### src/rtl/eei_loader_pkg.sv
// Shared types and constants for the EEI program loader: FSM states, fault codes,
// and the header field length.
package eei_loader_pkg;

  typedef enum logic [2:0] {
    IDLE,
    HDR_CNT,
    HDR_BASE,
    LOAD_WORD,
    WRITE,
    RUN,
    DONE,
    ERR
  } state_e;

  localparam logic [1:0] FAULT_COUNT = 2'b01;
  localparam logic [1:0] FAULT_ALIGN = 2'b10;
  localparam logic [1:0] FAULT_RANGE = 2'b11;

  localparam int unsigned HDR_BYTES = 4;

  function automatic logic accepts_bytes(input state_e s);
    return (s == HDR_CNT) || (s == HDR_BASE) || (s == LOAD_WORD);
  endfunction

endpackage

### src/rtl/byte_word_assembler.sv
// Shifts accepted bytes into a 32-bit little-endian word; flags the byte that
// completes it so the consumer can take the whole word on that same edge.
module byte_word_assembler
  import eei_loader_pkg::*;
(
  input  logic        clk_i,
  input  logic        rst_ni,
  input  logic [7:0]  byte_i,
  input  logic        xfer_i,
  output logic [31:0] word_o,
  output logic        complete_o
);

  logic [1:0]  idx_q, idx_d;
  logic [31:0] asm_q, asm_d;

  always_comb begin
    idx_d = idx_q;
    asm_d = asm_q;
    if (xfer_i) begin
      idx_d = idx_q + 2'd1;
      asm_d = {byte_i, asm_q[31:8]};
    end
  end

  always_ff @(posedge clk_i or negedge rst_ni) begin
    if (!rst_ni) begin
      idx_q <= '0;
      asm_q <= '0;
    end else begin
      idx_q <= idx_d;
      asm_q <= asm_d;
    end
  end

  // Word is presented combinationally so the fourth byte is usable without a bubble.
  assign word_o     = asm_d;
  assign complete_o = xfer_i && (idx_q == 2'(HDR_BYTES - 1));

endmodule

### src/rtl/eei_program_loader.sv
// Streams a length/base-prefixed program image into core program memory, then
// starts the core at the base address and reports its exit status.
module eei_program_loader
  import eei_loader_pkg::*;
#(
  parameter int unsigned MAX_WORDS = 1024
) (
  input  logic        clk,
  input  logic        rst,
  input  logic        go,
  input  logic [7:0]  byte_in,
  input  logic        byte_valid,
  output logic        byte_ready,
  output logic        acces_to_prog_mem,
  output logic        prog_rw,
  output logic        prog_valid,
  output logic [31:0] prog_addr,
  output logic [31:0] prog_data,
  output logic [1:0]  prog_byte_half_word,
  input  logic        prog_ready,
  input  logic        prog_out_of_range,
  output logic        core_start,
  output logic [31:0] initial_PC,
  input  logic        core_ready,
  input  logic [1:0]  core_exit_status,
  output logic        done,
  output logic        error,
  output logic [1:0]  exit_status
);

  state_e      state_q, state_d;
  logic [31:0] cnt_q, cnt_d;
  logic [31:0] base_q, base_d;
  logic [31:0] k_q, k_d;
  logic [31:0] addr_q, addr_d;
  logic [31:0] data_q, data_d;
  logic [1:0]  exit_q, exit_d;
  logic        byte_ready_q, acc_q, core_start_q, done_q, error_q;

  logic        byte_xfer;
  logic [31:0] word;
  logic        word_complete;

  assign byte_xfer = byte_valid && byte_ready_q;

  byte_word_assembler u_asm (
    .clk_i      (clk),
    .rst_ni     (rst),
    .byte_i     (byte_in),
    .xfer_i     (byte_xfer),
    .word_o     (word),
    .complete_o (word_complete)
  );

  always_comb begin
    state_d = state_q;
    cnt_d   = cnt_q;
    base_d  = base_q;
    k_d     = k_q;
    addr_d  = addr_q;
    data_d  = data_q;
    exit_d  = exit_q;
    unique case (state_q)
      IDLE: begin
        k_d = '0;
        if (go) state_d = HDR_CNT;
      end
      HDR_CNT: begin
        if (word_complete) begin
          cnt_d = word;
          if (word > 32'(MAX_WORDS)) begin
            state_d = ERR;
            exit_d  = FAULT_COUNT;
          end else begin
            state_d = HDR_BASE;
          end
        end
      end
      HDR_BASE: begin
        if (word_complete) begin
          base_d = word;
          addr_d = word;
          if (word[1:0] != 2'b00) begin
            state_d = ERR;
            exit_d  = FAULT_ALIGN;
          end else if (cnt_q == '0) begin
            state_d = RUN;
          end else begin
            state_d = LOAD_WORD;
          end
        end
      end
      LOAD_WORD: begin
        if (word_complete) begin
          data_d  = word;
          state_d = WRITE;
        end
      end
      WRITE: begin
        if (prog_out_of_range) begin
          state_d = ERR;
          exit_d  = FAULT_RANGE;
        end else if (prog_ready) begin
          k_d    = k_q + 32'd1;
          addr_d = addr_q + 32'd4;
          state_d = (k_q + 32'd1 == cnt_q) ? RUN : LOAD_WORD;
        end
      end
      RUN: begin
        if (core_ready) begin
          exit_d  = core_exit_status;
          state_d = DONE;
        end
      end
      DONE, ERR: begin
        if (!go) begin
          exit_d  = '0;
          state_d = IDLE;
        end
      end
      default: state_d = IDLE;
    endcase
  end

  // Output flags are registered from the next state so they line up with state_q.
  always_ff @(posedge clk or negedge rst) begin
    if (!rst) begin
      state_q      <= IDLE;
      cnt_q        <= '0;
      base_q       <= '0;
      k_q          <= '0;
      addr_q       <= '0;
      data_q       <= '0;
      exit_q       <= '0;
      byte_ready_q <= 1'b0;
      acc_q        <= 1'b0;
      core_start_q <= 1'b0;
      done_q       <= 1'b0;
      error_q      <= 1'b0;
    end else begin
      state_q      <= state_d;
      cnt_q        <= cnt_d;
      base_q       <= base_d;
      k_q          <= k_d;
      addr_q       <= addr_d;
      data_q       <= data_d;
      exit_q       <= exit_d;
      byte_ready_q <= accepts_bytes(state_d);
      acc_q        <= (state_d == WRITE);
      core_start_q <= (state_d == RUN);
      done_q       <= (state_d == DONE) || (state_d == ERR);
      error_q      <= (state_d == ERR);
    end
  end

  assign byte_ready          = byte_ready_q;
  assign acces_to_prog_mem   = acc_q;
  assign prog_valid          = acc_q;
  assign prog_rw             = acc_q;
  assign prog_addr           = acc_q ? addr_q : '0;
  assign prog_data           = acc_q ? data_q : '0;
  assign prog_byte_half_word = 2'b00;
  assign core_start          = core_start_q;
  assign initial_PC          = core_start_q ? base_q : '0;
  assign done                = done_q;
  assign error               = error_q;
  assign exit_status         = exit_q;

endmodule

### config.mk
export PLATFORM = sky130hd
export DESIGN_NAME = eei_program_loader
export DESIGN_NICKNAME = d
export VERILOG_FILES = /design/src/rtl/eei_loader_pkg.sv /design/src/rtl/byte_word_assembler.sv /design/src/rtl/eei_program_loader.sv
export SDC_FILE = /design/constraint.sdc
export NUM_CORES = 1
export LEC_CHECK = 0
export ABC_CLOCK_PERIOD_IN_PS = 3800
export BUFFER_PORTS_ARGS = -buffer_cell sky130_fd_sc_hd__buf_4
export CORE_ASPECT_RATIO = 1.5
export CORE_MARGIN = 2
export CORE_UTILIZATION = 55
export DETAILED_ROUTE_END_ITERATION = 10
export HOLD_SLACK_MARGIN = 0.05
export MAX_ROUTING_LAYER = met4
export PLACE_DENSITY = 0.72
export REMOVE_ABC_BUFFERS = 1
export SYNTH_ARGS = -nofsm -noshare
export SYNTH_HDL_FRONTEND = slang
export SYNTH_SLANG_ARGS = --single-unit
### constraint.sdc
create_clock -name clk -period 3.8 [get_ports clk]
set_clock_uncertainty 0.2 [all_clocks]
set_input_delay 0.19 -clock clk [delete_from_list [all_inputs] [get_ports clk]]
set_output_delay 0.19 -clock clk [all_outputs]
set_load 0.1 [all_outputs]
==> flow_summary_export.csv, run 1 <==
group,metric,value,unit
run_status,status,"finished, final reports clean",
timing,fin_ws,0.325,ns
placed_design,dp_hpwl,21000,um
synthesis,synth_flop_cell,"dfrtp_1",
power_and_ir_drop,swShare,43.1,%
setup_path,end_kind,"register",
floorplanning,fp.dieW,119,um
finish,diodes,0,
finish,layout_common_cells,"dfrtp_1, nor2_1, buf_4",
finish,multi_input_area,5160,um2
floorplanning,rows,63,
finish,nNetsFinal,1349,
timing,relSlewSlack,15.5,%
setup_path,critPathLaunch,"k_q[5]$_DFFE_PN0P_",
timing,hold_viol_final,0,
timing,fmax,288,MHz
placed_design,place_ws,0.0413,ns
cts,cts_buffer_depth,3,
timing,fin_crit,3.47,ns
placed_design,gp_congestion,0.981,
finish,drive_gt1_share,16.6,%
setup_path,endpoint,"acces_to_prog_mem$_DFF_PN0_",
cts,clk_pin_slew_worst_paths,0.06,ns
synthesis,ys_top_cells_by_area,"dfrtp_1, a21oi_1, and2_1",
floorplanning,core_area,19500,um2
setup_path,cp_max_fo,9,
synthesis,netlist_instances,1214,
cts,cts_tree,"built",
global_route,grt_start_max_net_pins,112,
timing,hold-worst-slack,0.0802,ns
setup_path,timing.rr.end,"acces_to_prog_mem$_DFF_PN0_",
setup_path,required,4.00,ns
synthesis,async_reset_ff_share,100,%
setup_path,worstRegToRegCells,10,
power_and_ir_drop,vdd_drop_max,0.378,mV
global_route,grt.total_usage,29.3,%
power_and_ir_drop,p_clk_share,23.2,%
routing,viasPerCell,5.86,
synthesis,ys.warnings.count,0,
synthesis,synth.yosys.seq_area_share,47.0,%
synthesis,synth_top_area_share,47.0,%
timing,maxSlewViolCount,0,
setup_path,reg2reg_from,"k_q[5]$_DFFE_PN0P_",
setup_path,r2r_slack,0.33,ns
timing,fin_crit_sh,91.4,%
finish,regArea,5100,um2
finish,syn2layout_area_growth,18.8,%
routing,drc,0,
synthesis,synth.avg_cell_area,8.95,um2
routing,routed_wirelength,29900,um
routing,dr_total_vias,9405,
floorplanning,die-area,20900,um2
timing,rsz0062_at_grt,"no",
power_and_ir_drop,intPower,5.76,mW
synthesis,synth_edf_count,0,
cts,worstSkewPairLatency,0.50,ns
cts,htreeDepth,1,
floorplanning,pin_count,124,
cts,ctsRootBufferMaster,"clkbuf_16",
synthesis,synth_area_leader_cell,"dfrtp_1",
setup_path,critPathKind,"reg2reg",
placed_design,port_buffers,121,
synthesis,syn_area,10900,um2
cts,cts_made_buffers,21,
routing,wl_met3,1270,um
routing,top_layer,"met4",
setup_path,arrival,3.67,ns
routing,firstDrtPassIters,6,
floorplanning,die_y,176,um
routing,dr_wl_met2,15300,um
cts,cts.sinks,204,
global_route,grt_pass1_vias,8938,
timing,worstMarginPinSlew,1.26,ns
power_and_ir_drop,leakagePower,5.95,nW
global_route,grt_pass1_wl,47700,um
power_and_ir_drop,switching_power,4.36,mW
power_and_ir_drop,pwr-share-comb,38.0,%
global_route,antenna_found_initial,0,
routing,drt-met1-wl,12200,um
finish,final_common_cell,"dfrtp_1",
routing,wire_per_inst,18.6,um
setup_path,start_kind,"register",
floorplanning,start_util,55.6,%
power_and_ir_drop,p_seq_share,38.8,%
synthesis,synth.distinct_cells,70,
synthesis,ys_ff_latch,204,
routing,first_iter_violations,676,
global_route,overflow,0,
power_and_ir_drop,power_density,785,nW/um2
finish,fillers,1684,
timing,tns,0,ns
routing,antenna_left,0,
timing,setup_viol,0,
min_path,hp-class,"in2reg",
flow_run,cap_violations,0,
## stage by stage
stage               power, mW  area [um2]  std cells  util, %
finish                   10.1       12900       1604     66.0
global route             10.7       12900       1604     66.0
CTS                      10.1       12900       1602     65.9
detailed placement       7.74       12000       1551     61.2
global placement         7.65       12000       1551     61.2
floorplan                6.52       10400       1128        -
## metal layers
layer	vias up	GRT usage [%]
li1	4448	-
met1	4576	36.9
met2	299	49.2
met3	82	2.62
met4	0	11.4
met5	-	-
## cells by family (layout without fill, tap and decap cells)
group | Yosys count | after routing | share of synthesized area [%]
and+or+nand+nor | 481 | 481 | 22.8
AOI/OAI and AO/OA | 309 | 309 | 16.4
DFF | 204 | 204 | 47.0
buffers and inverters | 125 | 254 | 5.66
xor gates and xnor gates | 49 | 49 | 3.95
muxes | 42 | 42 | 3.89
adders and majority gates | 3 | 3 | 0.346
other | 1 | 2 | 0.0345
## power by group through the flow
stage	sequential, mW	clock, mW	combinational, mW
floorplan	3.87	0	2.65
global placement	3.92	0	3.73
detailed placement	3.93	0	3.80
CTS	3.90	2.39	3.84
global route	4.04	2.48	4.18
finish	3.93	2.35	3.85
## worst min-delay path by stage
stage / startpoint / cells after the start / slack, ns / to
floorplan: rst / 0 / -0.31 / acces_to_prog_mem$_DFF_PN0_
global placement: rst / 1 / 0.14 / k_q[26]$_DFFE_PN0P_
detailed placement: rst / 1 / 0.15 / k_q[26]$_DFFE_PN0P_
CTS: prog_out_of_range / 5 / 0.07 / core_start$_DFF_PN0_
global route: prog_out_of_range / 5 / 0.12 / core_start$_DFF_PN0_
finish: prog_out_of_range / 5 / 0.08 / core_start$_DFF_PN0_
## synthesized netlist by cell type, types with 8 or more instances
cell type  count
dfrtp_1      204
nor2_1       165
a21oi_1      152
and2_1        99
o21ai_0       78
nand2_1       75
clkbuf_1      65
mux2i_1       40
inv_1         38
xnor2_1       31
nand3_1       28
nand4_1       22
nor4_1        22
xor2_1        18
and3_1        15
nor3_1        12
o22ai_1       12
o31ai_1       11
a21o_1         9
nand2b_1       8
## area by class of cell
cell class	count	area share (%)
multi-input combinational	886	40.0
sequential	204	39.6
timing repair buffer	178	10.7
clock buffer	25	4.34
tap	260	2.52
clock inverter	13	1.77
inverter	38	1.11
## registers in the layout, summed over array words and instances (netlist names)
register / flops
state_q: 3
data_q: 32
u_asm.asm_q: 32
u_asm.idx_q: 2
base_q: 32
cnt_q: 32
exit_status: 2
byte_ready: 1
core_start: 1
addr_q: 32
k_q: 32
error: 1
done: 1
acces_to_prog_mem: 1
## repair_timing
item	4_1_cts	5_1_grt
hold buffers	13	0
setup buffers	0	2
hold endpoints to repair	149	0
setup endpoints to repair	0	7
gates resized for setup	0	1
## worst max-delay path, stage by stage, from the launching register on
cell and delay [ns]:
dfrtp_1 0.49, nand4_4 0.18, nor4_4 0.43, and3_2 0.36, nand4_1 0.27, mux2i_1 0.19
or4_1 0.58, nor4_4 0.15, buf_4 0.19, nor2_1 0.06, nor4_1 0.27
Power figures use the tool's default switching activity.
==> run 2, diff against run 1 <==
Settings changed: REMOVE_ABC_BUFFERS 1 to unset.
==> flow_summary_export.csv, run 2 (synthesis results as in run 1) <==
group,metric,value,unit
run_status,status,"finished, final reports clean",
timing,relSlewSlack,26.3,%
setup_path,cpLargestDelayFamily,"simple AND/OR/NAND/NOR gates",
setup_path,slowest_delay,0.54,ns
setup_path,required,3.98,ns
routing,first_iter_violations,585,
finish,final_common_cell,"dfrtp_1",
cts,cts_made_buffers,20,
setup_path,critPathKind,"reg2reg",
global_route,antenna_found_initial,0,
timing,hold_viol_final,0,
cts,cts_buffer_depth,3,
setup_path,cp_slowest_cell,"dfrtp_1",
timing,rsz0062_at_grt,"no",
setup_path,reg2reg_from,"k_q[0]$_DFFE_PN0P_",
finish,diodes,0,
timing,fin_crit_sh,91.7,%
setup_path,timing.rr.end,"acces_to_prog_mem$_DFF_PN0_",
setup_path,end_kind,"register",
routing,firstDrtPassIters,5,
finish,syn2layout_area_growth,17.1,%
setup_path,crit_top_cell,"nor2_1",
min_path,hp-class,"in2async",
placed_design,gp_congestion,1.02,
global_route,grt.total_usage,29.9,%
setup_path,worstRegToRegCells,10,
routing,antenna_left,0,
floorplanning,die-area,20900,um2
setup_path,endpoint,"acces_to_prog_mem$_DFF_PN0_",
finish,utilization,65.0,%
setup_path,start_kind,"register",
floorplanning,fp.dieW,119,um
timing,worstMarginPinSlew,1.11,ns
finish,layout_common_cells,"dfrtp_1, nor2_1, a21oi_1",
cts,cts.sinks,204,
cts,clk_pin_slew_worst_paths,0.07,ns
routing,wire_per_inst,19.2,um
placed_design,dp_hpwl,21500,um
floorplanning,rows,63,
global_route,overflow,0,
routing,routed_wirelength,30400,um
timing,setup_viol,0,
cts,cts_tree,"built",
setup_path,r2r_slack,0.32,ns
floorplanning,start_util,55.6,%
cts,htreeDepth,1,
setup_path,path_buf_inv,0,
setup_path,arrival,3.67,ns
cts,ctsRootBufferMaster,"clkbuf_16",
power_and_ir_drop,vdd_drop_max,0.464,mV
timing,fin_crit,3.48,ns
timing,tns,0,ns
finish,drive_gt1_share,15.6,%
routing,drc,0,
setup_path,critPathLaunch,"k_q[0]$_DFFE_PN0P_",
global_route,grt_pass1_wl,48300,um
power_and_ir_drop,power_density,778,nW/um2
cts,post_cts_buffers,0,
routing,viasPerCell,5.88,
floorplanning,core_area,19500,um2
timing,hold-worst-slack,0.127,ns
cts,worstSkewPairLatency,0.49,ns
timing,fmax,287,MHz
setup_path,worstSetupPathDepth,10,
placed_design,port_buffers,121,
global_route,grt_start_max_net_pins,95,
power_and_ir_drop,leakagePower,5.83,nW
floorplanning,die_y,176,um
finish,nNetsFinal,1336,
global_route,grt_pass1_vias,8869,
floorplanning,pin_count,124,
timing,maxSlewViolCount,0,
setup_path,cp_max_fo,9,
setup_path,crit_chain,"ha_2, nand2_1, nor4bb_1, nand3_1, nor2_1, nor3b_1, or4_1, nor4_4, nor2_1, nor4_1",
flow_run,cap_violations,0,
routing,dr_total_vias,9350,
[run 2: cell count changes in the layout (fill, tap and decap cells not counted)]
cell | previous run | this run
dlygate4sd3_1 | 13 | 14
clkinv_4 | 0 | 1
bufinv_16 | 6 | 2
ha_2 | 0 | 1
clkinvlp_4 | 2 | 3
inv_6 | 2 | 1
and3_2 | 4 | 3
buf_4 | 164 | 150
and3_1 | 13 | 14
ha_1 | 3 | 2
buf_12 | 0 | 1
[run 2: what timing repair did]
action | CTS | global route
endpoints found under the setup margin | 0 | 1
hold endpoints to repair | 132 | 0
gates resized for setup | 0 | 1
hold buffers | 14 | 0
[run 2: worst reg2reg max path: stages, from the launching register on]
cell and delay (ns):
dfrtp_1 0.54, ha_2 0.34, nand2_1 0.17, nor4bb_1 0.34, nand3_1 0.17, nor2_1 0.26, nor3b_1 0.08, or4_1 0.52
nor4_4 0.37, nor2_1 0.10, nor4_1 0.30
[run 2: report_power, final]
group / internal, mW / total, mW / switching [mW]
Combinational: 1.26 / 3.91 / 2.65
Clock: 1.19 / 2.04 / 0.855
Sequential: 3.05 / 3.94 / 0.894
[run 2: metal layers]
metal	track usage [%]	share of wire, %	vias up
li1	-	-	4415
met1	37.1	41	4573
met2	50.6	51	278
met3	2.65	3.8	84
met4	12.3	4.0	0
met5	-	0	-
[run 2: layout make-up]
type,instances,area (um2)
Multi-Input combinational cell,886,5170
Clock inverter,10,115
Timing Repair Buffer,166,1300
Fill cell,1736,6830
Sequential cell,204,5100
Clock buffer,25,561
Inverter,38,143
Tap cell,260,325
[run 2: worst min-delay path by stage]
stage,from,end,slack [ns],cells after the start
finish,rst,k_q[25]$_DFFE_PN0P_,0.13,2
global route,prog_out_of_range,core_start$_DFF_PN0_,0.18,5
CTS,prog_out_of_range,core_start$_DFF_PN0_,0.10,5
detailed placement,rst,k_q[27]$_DFFE_PN0P_,0.13,1
global placement,rst,k_q[25]$_DFFE_PN0P_,0.12,1
floorplan,rst,acces_to_prog_mem$_DFF_PN0_,-0.31,0
[run 2: metrics by stage]
step	std cells	power (mW)	cell area (um2)	setup WS, ns
finish	1589	9.90	12700	0.317
global route	1589	10.4	12700	0.0464
CTS	1589	9.91	12700	0.290
detailed placement	1540	7.82	11900	0.290
global placement	1540	7.74	11900	0.467
floorplan	1215	6.59	10900	0.420
